`config.mk`:
```
export PLATFORM = sky130hd
export DESIGN_NAME = collision_scorer_flat
export DESIGN_NICKNAME = d
export VERILOG_FILES = /design/src/rtl/collision_scorer_if.sv /design/src/rtl/collision_scorer.sv /design/src/flat_wrapper.sv
export SDC_FILE = /design/constraint.sdc
export NUM_CORES = 1
export LEC_CHECK = 0
export ABC_AREA = 1
export CORE_AREA = 3 3 62 121
export CTS_BUF_LIST = sky130_fd_sc_hd__clkbuf_4
export CTS_CLUSTER_SIZE = 24
export DETAILED_ROUTE_END_ITERATION = 12
export DIE_AREA = 0 0 65 124
export PLACE_DENSITY = 0.93
export SLEW_MARGIN = 20
export SYNTH_ARGS = -nofsm -noshare
export SYNTH_HDL_FRONTEND = slang
export SYNTH_SLANG_ARGS = --single-unit
```
`constraint.sdc`:
```
create_clock -name iCLK -period 12.4 [get_ports iCLK]
set_input_delay 2.48 -clock iCLK [delete_from_list [all_inputs] [get_ports iCLK]]
set_output_delay 2.48 -clock iCLK [all_outputs]
set_load 0.02 [all_outputs]
```
`src/rtl/collision_scorer_if.sv`:
```
// Pixel-domain bundle between the object managers, the collision scorer and vga_sync.
// The master side drives the pixel flags, frame tick and new-game request.
interface collision_scorer_if #(
  parameter int N_OBJ   = 15,
  parameter int SCORE_W = 16
);
  logic [N_OBJ-1:0]   iPixels;
  logic               iFrameTick;
  logic               iNewGame;
  logic [N_OBJ-1:0]   oReset;
  logic               oPixel;
  logic [SCORE_W-1:0] oScore;
  logic [SCORE_W-1:0] oHighScore;
  logic [2:0]         oLives;
  logic [1:0]         oState;
  logic               oGameOver;

  modport master (
    output iPixels, iFrameTick, iNewGame,
    input  oReset, oPixel, oScore, oHighScore, oLives, oState, oGameOver
  );

  modport slave (
    input  iPixels, iFrameTick, iNewGame,
    output oReset, oPixel, oScore, oHighScore, oLives, oState, oGameOver
  );
endinterface

```
`src/rtl/collision_scorer.sv`:
```
// Per-frame collision accumulation with frame-tick commit of score, lives and game state.
// Define COLLISION_SCORER_HIGH_SCORE_EN to keep a high-score register; otherwise oHighScore is 0.
//
// state  | meaning
// IDLE   | no game running, commits ignored
// PLAY   | normal play, ship hits cost a life
// INVULN | ship hits ignored for INVULN_FRAMES commits, ship blinks
// OVER   | lives exhausted, waiting for iNewGame
module collision_scorer #(
  parameter int N_BULLET      = 4,
  parameter int N_ROCK        = 10,
  parameter int SCORE_W       = 16,
  parameter int POINTS        = 10,
  parameter int LIVES_INIT    = 3,
  parameter int INVULN_FRAMES = 120
) (
  input logic               iCLK,
  input logic               iRST_N,
  collision_scorer_if.slave bus
);
  localparam int N_OBJ = 1 + N_BULLET + N_ROCK;
  localparam int PW    = $clog2(N_ROCK + 1);
  localparam int WW    = SCORE_W + 8;

  typedef enum logic [1:0] {S_IDLE = 2'd0, S_PLAY = 2'd1, S_INVULN = 2'd2, S_OVER = 2'd3} state_t;

  state_t              state_q, state_d;
  logic [N_BULLET-1:0] bhit_q, bhit_d, bhit_now;
  logic [N_ROCK-1:0]   rhit_q, rhit_d, rhit_now;
  logic                shit_q, shit_d, shit_now;
  logic [SCORE_W-1:0]  score_q, score_d, score_sat;
  logic [2:0]          lives_q, lives_d;
  logic [7:0]          inv_q, inv_d, frame_q, frame_d;
  logic [N_OBJ-1:0]    rst_q, rst_d;
  logic [PW-1:0]       pop;
  logic [WW-1:0]       sum;
  logic [N_BULLET-1:0] bullets;
  logic [N_ROCK-1:0]   rocks;
  logic                any_bullet, any_rock;

  assign bullets    = bus.iPixels[N_BULLET:1];
  assign rocks      = bus.iPixels[N_OBJ-1:N_BULLET+1];
  assign any_bullet = |bullets;
  assign any_rock   = |rocks;
  assign bhit_now   = any_rock ? bullets : '0;
  assign rhit_now   = any_bullet ? rocks : '0;
  assign shit_now   = bus.iPixels[0] & any_rock;

  // The tick cycle's own hits start the new frame rather than joining the committed one
  assign bhit_d = bus.iFrameTick ? bhit_now : (bhit_q | bhit_now);
  assign rhit_d = bus.iFrameTick ? rhit_now : (rhit_q | rhit_now);
  assign shit_d = bus.iFrameTick ? shit_now : (shit_q | shit_now);

  always_comb begin
    pop = '0;
    for (int j = 0; j < N_ROCK; j++) pop = pop + PW'(rhit_q[j]);
  end

  assign sum       = WW'(score_q) + WW'(pop) * WW'(POINTS);
  assign score_sat = (|sum[WW-1:SCORE_W]) ? '1 : sum[SCORE_W-1:0];

  always_ff @(posedge iCLK or negedge iRST_N) begin
    if (!iRST_N) begin
      state_q <= S_IDLE;
      bhit_q  <= '0;
      rhit_q  <= '0;
      shit_q  <= 1'b0;
      score_q <= '0;
      lives_q <= '0;
      inv_q   <= '0;
      frame_q <= '0;
      rst_q   <= '0;
    end else begin
      state_q <= state_d;
      bhit_q  <= bhit_d;
      rhit_q  <= rhit_d;
      shit_q  <= shit_d;
      score_q <= score_d;
      lives_q <= lives_d;
      inv_q   <= inv_d;
      frame_q <= frame_d;
      rst_q   <= rst_d;
    end
  end

  always_comb begin
    state_d = state_q;
    score_d = score_q;
    lives_d = lives_q;
    inv_d   = inv_q;
    frame_d = frame_q;
    rst_d   = '0;
    if (bus.iFrameTick) begin
      frame_d = frame_q + 8'd1;
      if (bus.iNewGame) begin
        rst_d   = '1;
        score_d = '0;
        lives_d = 3'(LIVES_INIT);
        state_d = S_PLAY;
      end else if (state_q == S_PLAY || state_q == S_INVULN) begin
        rst_d   = {rhit_q, bhit_q, 1'b0};
        score_d = score_sat;
        if (state_q == S_PLAY && shit_q) begin
          lives_d = lives_q - 3'd1;
          if (lives_d == 3'd0) begin
            state_d = S_OVER;
          end else begin
            rst_d[0] = 1'b1;
            state_d  = S_INVULN;
            inv_d    = 8'(INVULN_FRAMES);
          end
        end else if (state_q == S_INVULN) begin
          inv_d = inv_q - 8'd1;
          if (inv_d == 8'd0) state_d = S_PLAY;
        end
      end
    end
  end

  always_comb begin
    bus.oState    = state_q;
    bus.oGameOver = (state_q == S_OVER);
    bus.oPixel    = (|bus.iPixels[N_OBJ-1:1]) |
                    (bus.iPixels[0] & ~(state_q == S_INVULN && frame_q[3]));
  end

  assign bus.oScore = score_q;
  assign bus.oLives = lives_q;
  assign bus.oReset = rst_q;

`ifdef COLLISION_SCORER_HIGH_SCORE_EN
  logic [SCORE_W-1:0] hi_q, hi_d;

  always_comb begin
    hi_d = hi_q;
    if (state_d == S_OVER && state_q != S_OVER && score_d > hi_q) hi_d = score_d;
  end

  always_ff @(posedge iCLK or negedge iRST_N) begin
    if (!iRST_N) hi_q <= '0;
    else         hi_q <= hi_d;
  end

  assign bus.oHighScore = hi_q;
`else
  assign bus.oHighScore = '0;
`endif
endmodule

```
`src/flat_wrapper.sv`:
```
// flat-port wrapper written by rule: the top's interface ports become plain ports
module collision_scorer_flat 
#(
  parameter int N_BULLET      = 4,
  parameter int N_ROCK        = 10,
  parameter int SCORE_W       = 16,
  parameter int POINTS        = 10,
  parameter int LIVES_INIT    = 3,
  parameter int INVULN_FRAMES = 120
)
  (iCLK, iRST_N, bus_iPixels, bus_iFrameTick, bus_iNewGame, bus_oReset, bus_oPixel, bus_oScore, bus_oHighScore, bus_oLives, bus_oState, bus_oGameOver);
  collision_scorer_if #(.N_OBJ((1 + (4) + (10))), .SCORE_W(SCORE_W)) bus_i ();
  input logic iCLK;
  input logic iRST_N;
  input wire logic [$bits(bus_i.iPixels)-1:0] bus_iPixels;
  input wire logic [$bits(bus_i.iFrameTick)-1:0] bus_iFrameTick;
  input wire logic [$bits(bus_i.iNewGame)-1:0] bus_iNewGame;
  output wire logic [$bits(bus_i.oReset)-1:0] bus_oReset;
  output wire logic [$bits(bus_i.oPixel)-1:0] bus_oPixel;
  output wire logic [$bits(bus_i.oScore)-1:0] bus_oScore;
  output wire logic [$bits(bus_i.oHighScore)-1:0] bus_oHighScore;
  output wire logic [$bits(bus_i.oLives)-1:0] bus_oLives;
  output wire logic [$bits(bus_i.oState)-1:0] bus_oState;
  output wire logic [$bits(bus_i.oGameOver)-1:0] bus_oGameOver;
  assign bus_i.iPixels = bus_iPixels;
  assign bus_i.iFrameTick = bus_iFrameTick;
  assign bus_i.iNewGame = bus_iNewGame;
  assign bus_oReset = bus_i.oReset;
  assign bus_oPixel = bus_i.oPixel;
  assign bus_oScore = bus_i.oScore;
  assign bus_oHighScore = bus_i.oHighScore;
  assign bus_oLives = bus_i.oLives;
  assign bus_oState = bus_i.oState;
  assign bus_oGameOver = bus_i.oGameOver;
  collision_scorer #(.N_BULLET(N_BULLET), .N_ROCK(N_ROCK), .SCORE_W(SCORE_W), .POINTS(POINTS), .LIVES_INIT(LIVES_INIT), .INVULN_FRAMES(INVULN_FRAMES)) u_core (.iCLK(iCLK), .iRST_N(iRST_N), .bus(bus_i));
endmodule
```
Word level (Yosys, flattened, before mapping). Index checks and enable logic that the tools add are counted. Widths: inputs -> output; s select.

Logic and storage cells: 78. Bits in registers: 67. Output and inout bits: 54.

Bitwise operators: 8. Eq/ne operators: 4. Add/subtract/negate cells: 13. Reductions and logical operators: 18. Multipliers: 1. Mux-type cells: 25.

Operators with widths (count): $mux 16 (3); $mux 15 (3); $add 4x1->4 (8); $mux 8 (3); $mux 10 (2); $add 16x8->17 (1); $reduce_or 14->1 (1); $mux 2 (5); $or 10x10->10 (1); $reduce_or 10->1 (1); $mux 3 (3); $add 8x1->8 const B (1); $logic_not 8->1 (1); $mux 4 (2); $reduce_or 8->1 (1); $sub 8x1->8 const B (1); $mul 4x3->7 const B (1); $reduce_bool 2->1 (3); $reduce_bool 3->1 (2); $reduce_and 5->1 (1); $eq 2x2->1 const B (2); $mux 1 (4); $or 4x4->4 (1); $reduce_and 4->1 (1); other kinds (13) (17).

Depth between registers and ports, before layout. Gate-level depths: netlist of run 1.

Word-level depth: 15. Depth in mapped cells: 29. Depth with buffers taken out: 29.

Worst setup path before layout of run 1. Ideal clock, no wire load.

Path type: input to output. Start: in bus_iPixels[8]. End: out bus_oPixel. Data required time: 9.920 ns. Path slack: 6.682 ns. Buffers on the path: 0. Data arrival time: 3.238 ns. Stages on the path: 4. Path through: nor4_1 nand4_1 a21oi_1 nand2_1.

Word-level cells in the longest chain between the ends: 2.

RTL lines: from (decl) (RTL line flat_wrapper.sv:15) `input wire logic [$bits(bus_i.iPixels)-1:0] bus_iPixels;`; $reduce_or 14->1 (RTL line collision_scorer.sv:123) `bus.oPixel = (|bus.iPixels[N_OBJ-1:1]) |`; $or 1x1->1 (RTL line collision_scorer.sv:123); to (decl) (RTL line flat_wrapper.sv:19) `output wire logic [$bits(bus_i.oPixel)-1:0] bus_oPixel;`.

Every way passes these cells.

Final worst setup path of run 1. Same ends and word-level chain as after synthesis.

==> impl_results.rst, run 1 <==
.. list-table::
   :header-rows: 1

   * - Metric
     - Value
   * - DP HPWL
     - 6560 um
   * - Required time worst endpoint
     - a little under 10 ns
   * - Combined global-route utilization of all metal layers
     - 0.237
   * - Dominant combinational cell family by area after synthesis
     - simple AND/OR/NAND/NOR gates
   * - WP data arrival
     - about 4.4 ns
   * - Area share of fa/ha/maj cells after synthesis
     - 0.115
   * - Number of placement rows
     - 42
   * - CP Max Fanout
     - 6
   * - DR pass1 iterations
     - 6
   * - Post-synthesis area per instance
     - just over 8 um^2
   * - Min Tclk post-route
     - ~7 ns
   * - Sink count of the clock tree
     - 63
   * - Worst clock skew
     - about 0.014 ns
   * - Maximum vdd ir drop
     - 114 uV
   * - Wire length of the first global-routing pass
     - roughly 14000 um
   * - Worst-case headroom to the max-slew limit
     - 0.303
   * - Final layout net count
     - between 500 and 600
   * - Summed negative setup slack over all endpoints
     - 0 ns
   * - Number of buffers inserted during clock tree synthesis
     - 9
   * - Maximum root-to-sink buffer count
     - 2
   * - Number of enable-type register cells in the synthesized netlist
     - 0
   * - Number of global-route vias before repair
     - ~3300
   * - Die span in x
     - roughly 65 um
   * - Post-cts hold buffer count
     - 0
   * - Max frequency
     - 146 MHz
   * - Sequential fraction of the synthesis area
     - 0.413
   * - Portion of total power attributed to sequential cells
     - 0.293
   * - Dominant cell type by area after synthesis
     - sky130_fd_sc_hd__dfrtp_1
   * - Clock tree from TritonCTS
     - built
   * - Fraction of power spent switching nets
     - 0.455
   * - Share of final-layout standard cells stronger than drive strength 1
     - 0.0718
   * - Wire length per cell after detailed routing
     - 14.1 um
   * - Iteration-0 DRC count of the detailed router
     - roughly 300
   * - Compound-Gate Fraction of Synth Area
     - 0.0882
   * - Worst hold slack after final layout
     - 0.481 ns
   * - Critical path launch point type
     - input port
   * - Simple-gate share of the synthesized area
     - 0.237
   * - Root Buffer Master
     - sky130_fd_sc_hd__clkbuf_4
   * - Sequential cell area
     - ~1600 um^2
   * - Switching Power
     - around 440 uW
   * - Share of Yosys cell area claimed by the top area cell type
     - 0.413
   * - Count of endpoints failing hold in the final timing report
     - 0
   * - Number of input and output port buffers inserted
     - between 50 and 60
   * - Yosys warns
     - 0
   * - Area used by multi-input combinational logic
     - approximately 1900 um^2
   * - Measured slew at the worst slew-check pin
     - between 1 and 1.5 ns
   * - Most numerous cell types in the synthesized netlist
     - sky130_fd_sc_hd__nand2_1, sky130_fd_sc_hd__inv_1, sky130_fd_sc_hd__dfrtp_1
   * - Worst hold-check path type
     - flip-flop to flip-flop
   * - Result of the run
     - finished clean
   * - RSZ-0062 raised after global routing
     - false
   * - Portion of the clock cycle consumed by the worst path in the final layout
     - 0.554
   * - Pin count of the biggest net entering global routing
     - 64
   * - Via density
     - roughly 5.3
   * - Clock edge transition at the registers on the reported setup and hold paths
     - 0.11 ns
   * - Summed instance area of the synthesized netlist
     - roughly 3800 um^2
   * - Synth Instances
     - between 400 and 500
   * - Comb power frac
     - 0.590
   * - Fraction of synthesized area in multiplexers
     - 0
   * - Global placer's final weighted congestion
     - just under 1
   * - Critical path start-end classification
     - input port to output port
   * - Library cells used by synthesis
     - 38
   * - Most frequently used cell type in the post-synthesis netlist
     - sky130_fd_sc_hd__nand2_1
   * - Number of remaining DRC errors
     - 0
   * - Number of endpoints failing setup at the final stage
     - 0
   * - Area contributors post-synth
     - sky130_fd_sc_hd__dfrtp_1, sky130_fd_sc_hd__nand2_1, sky130_fd_sc_hd__ha_1
   * - Post-synthesis share of cell area spent on xor and xnor gates
     - 0.0298
   * - Number of post-CTS setup repair buffers
     - 0
   * - Top flip-flop cell by instance count after synthesis
     - sky130_fd_sc_hd__dfrtp_1
   * - Number of max-cap violations
     - 0
   * - Number of H-tree levels
     - 3
   * - Starting density of the core
     - 0.572
   * - Synth-to-Final Area Change
     - 17.6%
   * - Overall die height
     - around 120 um
   * - Final ANT Viol Nets
     - 0
   * - Number of synthesized register bits
     - 63
   * - Power density over the cells
     - 218 nW/um^2
   * - Antenna violations before repair
     - 1
   * - Setup crit end kind
     - output port
   * - Clock Power Share
     - 0.117
   * - Core box area
     - 6670 um^2
   * - Overall die area
     - between 8000 and 9000 um^2
   * - Congestion Overflow GR
     - 0
   * - Source-to-sink clock delay at the later pin of the worst-skew pair
     - approximately 0.42 ns
   * - Max Slew Vio Count
     - 0
   * - Quantity of gates resized following cts
     - 0
   * - Number of fill cells
     - about 530
   * - Routed wire length
     - about 8700 um
   * - Ys async rst share
     - 1.00
   * - I/O pins
     - 73
   * - Via count of the routed design
     - around 3300
   * - Lkg Pwr
     - approximately 0.0024 uW
   * - Reg2Reg Setup Slack
     - 6.88 ns
   * - Pint
     - 533 uW
[placed cells by master (no fill, tap or decap), types with 2 or more instances in the layout]
master,n
sky130_fd_sc_hd__nand3_1,19
sky130_fd_sc_hd__nand2_1,125
sky130_fd_sc_hd__nor2_1,25
sky130_fd_sc_hd__o21ai_0,24
sky130_fd_sc_hd__a31oi_1,2
sky130_fd_sc_hd__nand4_1,8
sky130_fd_sc_hd__nand3b_1,2
sky130_fd_sc_hd__conb_1,16
sky130_fd_sc_hd__fa_1,7
sky130_fd_sc_hd__xor2_1,5
sky130_fd_sc_hd__inv_1,69
sky130_fd_sc_hd__nand3_2,3
sky130_fd_sc_hd__inv_2,4
sky130_fd_sc_hd__nor2_4,3
sky130_fd_sc_hd__a21oi_1,25
sky130_fd_sc_hd__nand2_2,2
sky130_fd_sc_hd__clkdlybuf4s50_1,55
sky130_fd_sc_hd__nand2_4,4
sky130_fd_sc_hd__clkinv_2,4
sky130_fd_sc_hd__xnor2_1,8
sky130_fd_sc_hd__nor4_1,2
sky130_fd_sc_hd__o22ai_1,4
sky130_fd_sc_hd__ha_1,24
sky130_fd_sc_hd__clkbuf_4,10
sky130_fd_sc_hd__clkinv_1,3
sky130_fd_sc_hd__dfrtp_1,63
sky130_fd_sc_hd__o21ai_2,2
[path summary, 6_finish.rpt]
kind                            cells past startpoint                     startpoint                               end
worst max-delay path                                6                 bus_iPixels[8]                        bus_oPixel
worst min register to register                      1  u_core.frame_q[3]$_DFFE_PN0P_     u_core.frame_q[3]$_DFFE_PN0P_
min in group asynchronous                           2                         iRST_N  u_core.bus.oScore[3]$_DFFE_PN0P_
worst min-delay path                                1  u_core.frame_q[3]$_DFFE_PN0P_     u_core.frame_q[3]$_DFFE_PN0P_
max in group asynchronous                           2                         iRST_N        u_core.bhit_q[0]$_DFF_PN0_
worst max register to register                     23     u_core.rhit_q[0]$_DFF_PN0_  u_core.bus.oScore[9]$_DFFE_PN0P_
[power by group through the flow]
stage          combinational (uW)  clock, uW  sequential (uW)
6_report                      577        114              287
5_1_grt                       642        124              293
4_1_cts                       573        116              286
3_5_place_dp                  567          0              290
3_3_place_gp                  541          0              288
2_1_floorplan                 392          0              314
[stage by stage]
step	total power (uW)	cells	instance area [um^2]	utilization	worst slack (ns)
floorplan	705	480	3870	-	6.68
global placement	830	601	4380	0.657	5.60
detailed placement	857	601	4380	0.657	5.49
CTS	976	617	4490	0.672	5.48
global route	1060	618	4490	0.672	5.40
finish	978	618	4490	0.672	5.53
[sequential cells by signal, indices dropped and copies added, names as in the netlist]
register and count:
u_core.bus.oReset 15, u_core.bus.oLives 3, u_core.rhit_q 10, u_core.shit_q 1, u_core.bus.oState 2, u_core.bus.oScore 16
u_core.frame_q 4, u_core.inv_q 8, u_core.bhit_q 4
[final cells by class]
class	count	share of cell area
sequential	63	0.351
timing repair buffer	57	0.125
antenna	1	0.000558
clock buffer	10	0.0167
clock inverter	6	0.00613
tap	88	0.0245
inverter	74	0.0619
multi-input combinational	319	0.413
[worst max-delay path: stages]
cell	delay [ns]
sky130_fd_sc_hd__clkdlybuf4s50_1	0.43
sky130_fd_sc_hd__nor4_1	0.34
sky130_fd_sc_hd__nand4_1	0.32
sky130_fd_sc_hd__a21oi_1	0.20
sky130_fd_sc_hd__nand2_1	0.07
sky130_fd_sc_hd__clkdlybuf4s50_1	0.55
[kinds of logic after synthesis]
logic type	Yosys count
adders and majority gates	31
buffers and inverters	98
AOI/OAI and AO/OA	61
other	1
and+or+nand+nor	198
DFF	63
xor gates and xnor gates	13
[metal layers]
| metal | vias up | global-route usage | share of wire |
|---|---|---|---|
| li1 | 1560 | - | - |
| met1 | 1563 | 0.240 | 0.37 |
| met2 | 114 | 0.451 | 0.56 |
| met3 | 25 | 0.0244 | 0.046 |
| met4 | 0 | 0.150 | 0.028 |
| met5 | - | 0 | 0 |
Note: power is estimated with default switching activity, not from simulation.
==> run 2: changes to the inputs <==
--- a/config.mk
+++ b/config.mk
@@ -6,12 +6,12 @@
 export NUM_CORES = 1
 export LEC_CHECK = 0
 export ABC_AREA = 1
-export CORE_AREA = 3 3 62 121
+export CORE_AREA = 3 3 67 131
 export CTS_BUF_LIST = sky130_fd_sc_hd__clkbuf_4
 export CTS_CLUSTER_SIZE = 24
 export DETAILED_ROUTE_END_ITERATION = 12
-export DIE_AREA = 0 0 65 124
-export PLACE_DENSITY = 0.93
+export DIE_AREA = 0 0 70 134
+export PLACE_DENSITY = 0.84
 export SLEW_MARGIN = 20
 export SYNTH_ARGS = -nofsm -noshare
 export SYNTH_HDL_FRONTEND = slang
==> constraint.sdc (replaced) <==
create_clock -name iCLK -period 5.9 [get_ports iCLK]
set_input_delay 1.18 -clock iCLK [delete_from_list [all_inputs] [get_ports iCLK]]
set_output_delay 1.18 -clock iCLK [all_outputs]
set_load 0.02 [all_outputs]
==> impl_results.rst, run 2 (synthesis gave the netlist of run 1 again) <==
.. list-table::
   :header-rows: 1

   * - Metric
     - Value
   * - Clock edge transition at the registers on the reported setup and hold paths
     - 0.12 ns (about the same)
   * - Global placer's final weighted congestion
     - 0.927 (-3.5%)
   * - Number of remaining DRC errors
     - 0 (unchanged)
   * - Largest incremental delay on the critical path
     - 0.51 ns (-0.04 ns)
   * - Measured slew at the worst slew-check pin
     - 1.03 ns (-0.00941 ns)
   * - Number of max-cap violations
     - 0 (unchanged)
   * - Cell Count, Final, Fillers Out
     - 626 (+1.3%)
   * - Sink count of the clock tree
     - 63 (unchanged)
   * - Share of final-layout standard cells stronger than drive strength 1
     - 0.0737 (+0.00189)
   * - Via density
     - 5.13 (-2.8%)
   * - Number of input and output port buffers inserted
     - 56 (unchanged)
   * - Root Buffer Master
     - sky130_fd_sc_hd__clkbuf_4
   * - DP HPWL
     - 6830 um (+4.0%)
   * - Portion of the clock cycle consumed by the worst path in the final layout
     - 0.895
   * - Number of H-tree levels
     - 3 (unchanged)
   * - Critical path start-end classification
     - flip-flop to flip-flop
   * - Number of fill cells
     - 714 (+34%)
   * - DR pass1 iterations
     - 5 (-1)
   * - Core box area
     - 7940 um^2 (+19%)
   * - RSZ-0062 raised after global routing
     - false
   * - Maximum root-to-sink buffer count
     - 2 (unchanged)
   * - Iteration-0 DRC count of the detailed router
     - 172 (-41%)
   * - Required time worst endpoint
     - 6.22 ns (-3.70 ns)
   * - Starting density of the core
     - 0.481 (-0.0914)
   * - Wire length of the first global-routing pass
     - 15300 um (+5.6%)
   * - Number of post-CTS setup repair buffers
     - 0 (unchanged)
   * - Setup crit end kind
     - flip-flop
   * - CP Max Fanout
     - 11 (+5)
   * - Launching element of the worst setup path
     - u_core.rhit_q[0]$_DFF_PN0_
   * - Top library cells by usage in the layout, fill and taps aside
     - sky130_fd_sc_hd__nand2_1, sky130_fd_sc_hd__inv_1, sky130_fd_sc_hd__dfrtp_1, sky130_fd_sc_hd__clkdlybuf4s50_1
   * - Worst-case headroom to the max-slew limit
     - 0.309 (+0.00629)
   * - Clock tree from TritonCTS
     - built
   * - I/O pins
     - 73 (unchanged)
   * - Routed wire length
     - 8900 um (+2.2%)
   * - Lkg Pwr
     - 0.00239 uW (+0.56%)
   * - Max Slew Vio Count
     - 0 (unchanged)
   * - Number of flip-flops in the largest register
     - 16 (unchanged)
   * - Clock Power Share
     - 0.139 (+0.022)
   * - Critical path launch point type
     - flip-flop
   * - Source-to-sink clock delay at the later pin of the worst-skew pair
     - 0.43 ns (about the same)
   * - Antenna violations before repair
     - 1 (unchanged)
   * - Worst hold-check path type
     - flip-flop to flip-flop
   * - Reg2Reg Setup Slack
     - 0.62 ns (-6.26 ns)
   * - WP data arrival
     - 5.60 ns (+1.21 ns)
   * - Final ANT Viol Nets
     - 0 (unchanged)
   * - Area used by multi-input combinational logic
     - 1860 um^2 (unchanged)
   * - Wire length per cell after detailed routing
     - 14.2 um (+0.91%)
   * - Overall die area
     - 9380 um^2 (+16%)
   * - Comb power frac
     - 0.573 (-0.017)
   * - Slowest cell on crit path
     - sky130_fd_sc_hd__fa_1
   * - Number of placement rows
     - 46 (+9.5%)
   * - Result of the run
     - finished clean
   * - Final layout net count
     - 574 (unchanged)
   * - DP Cell Count
     - 609 (+1.3%)
   * - Worst hold path depth
     - 1 (unchanged)
   * - Die span in x
     - 70 um (+7.7%)
   * - Combined global-route utilization of all metal layers
     - 0.205 (-0.0322)
   * - Sequential cell area
     - 1580 um^2 (unchanged)
   * - Fraction of power spent switching nets
     - 0.442 (-0.0128)
   * - Switching Power
     - 932 uW (+110%)
   * - Number of buffers inserted during clock tree synthesis
     - 9 (unchanged)
   * - Worst Reg-to-Reg Cells
     - 20 (-13%)
   * - Synth-to-Final Area Change
     - 18.6%
   * - Maximum vdd ir drop
     - 218 uV (+92%)
   * - Worst clock skew
     - 0.0196 ns (+0.00524 ns)
   * - Power density over the cells
     - 465 nW/um^2 (+110%)
   * - Via count of the routed design
     - 3211 (-1.6%)
   * - Number of global-route vias before repair
     - 3530 (+8.2%)
   * - Count of endpoints failing hold in the final timing report
     - 0 (unchanged)
   * - Portion of total power attributed to sequential cells
     - 0.288 (-0.005)
   * - Post-layout util
     - 0.570 (-0.103)
   * - Summed negative setup slack over all endpoints
     - 0 ns (unchanged)
   * - Post-cts hold buffer count
     - 0 (unchanged)
   * - Overall die height
     - 134 um (+8.1%)
   * - Startpoint of the lowest-slack hold path
     - u_core.frame_q[3]$_DFFE_PN0P_
   * - RR Startpoint
     - u_core.rhit_q[0]$_DFF_PN0_
   * - Most common cell after layout, fill and taps aside
     - sky130_fd_sc_hd__nand2_1
   * - Pin count of the biggest net entering global routing
     - 64 (unchanged)
   * - Number of endpoints failing setup at the final stage
     - 0 (unchanged)
   * - Congestion Overflow GR
     - 0 (unchanged)
   * - Cells along the critical path
     - ha_1, inv_1, fa_1, fa_1, fa_1, fa_1, fa_1, inv_1, ha_1, ha_1, ha_1, ha_1, a21oi_1, nand2_4, nand2_4, nand2_4, nand2_4, o21ai_2, nand2_1, nand2_1
   * - Quantity of gates resized following cts
     - 0 (unchanged)
   * - Max frequency
     - about 190 MHz
   * - Min Tclk post-route
     - between 5 and 6 ns
   * - Pint
     - 1180 uW (+120%)
run 2: changes by cell type in the layout (fill, tap and decap cells not counted), sizes merged:
cell and delta:
clkbuf +1, clkinv -2, bufinv +1
run 2: path summary, 6_finish.rpt:
kind                                                         end
worst min-delay path               u_core.frame_q[3]$_DFFE_PN0P_
max in group asynchronous       u_core.bus.oState[1]$_DFFE_PN0P_
worst min register to register     u_core.frame_q[3]$_DFFE_PN0P_
min in group asynchronous          u_core.frame_q[3]$_DFFE_PN0P_
worst max-delay path            u_core.bus.oScore[3]$_DFFE_PN0P_
worst max register to register  u_core.bus.oScore[3]$_DFFE_PN0P_
run 2: area by class of cell:
type / instances / area share
Clock inverter: 5 / 0.0108
Clock buffer: 11 / 0.0182
Tap cell: 96 / 0.0265
Inverter: 74 / 0.0614
Timing Repair Buffer: 57 / 0.124
Sequential cell: 63 / 0.348
Multi-Input combinational cell: 319 / 0.410
Antenna cell: 1 / 0.000553
run 2: worst max-delay path, delay by kind of cell (launching register included):
kind	cells	cell delay [ns]
flip-flops	1	0.41
AND/OR/NAND/NOR	6	0.58
adder cells (fa/ha/maj)	10	3.72
buffers and inverters	2	0.15
AO/OA/AOI/OAI	2	0.35
run 2: power by group through the flow:
| stage | registers, uW | logic (uW) | clock network [uW] |
|---|---|---|---|
| after floorplan | 659 | 823 | 0 |
| after global placement | 608 | 1140 | 0 |
| after detailed placement | 614 | 1200 | 0 |
| after CTS | 606 | 1200 | 298 |
| after global routing | 619 | 1360 | 318 |
| final | 607 | 1210 | 293 |
run 2: per-layer routing:
layer  share of wire  global-route usage  vias up
met5               0                   0        -
li1                -                   -     1550
met1            0.34               0.195     1526
met2            0.57               0.395      105
met3           0.048              0.0443       30
met4           0.036               0.112        0
run 2: per-stage QoR:
| step | total power (uW) | hold slack, ns | worst slack [ns] | cell area [um^2] |
|---|---|---|---|---|
| final | 2110 | 0.479 | 0.617 | 4530 |
| after global routing | 2300 | 0.497 | 0.324 | 4530 |
| after CTS | 2110 | 0.483 | 0.632 | 4520 |
| after detailed placement | 1810 | 0.466 | 0.631 | 4390 |
| after global placement | 1750 | 0.462 | 0.808 | 4390 |
| after floorplan | 1480 | 0.446 | 0.927 | 3870 |
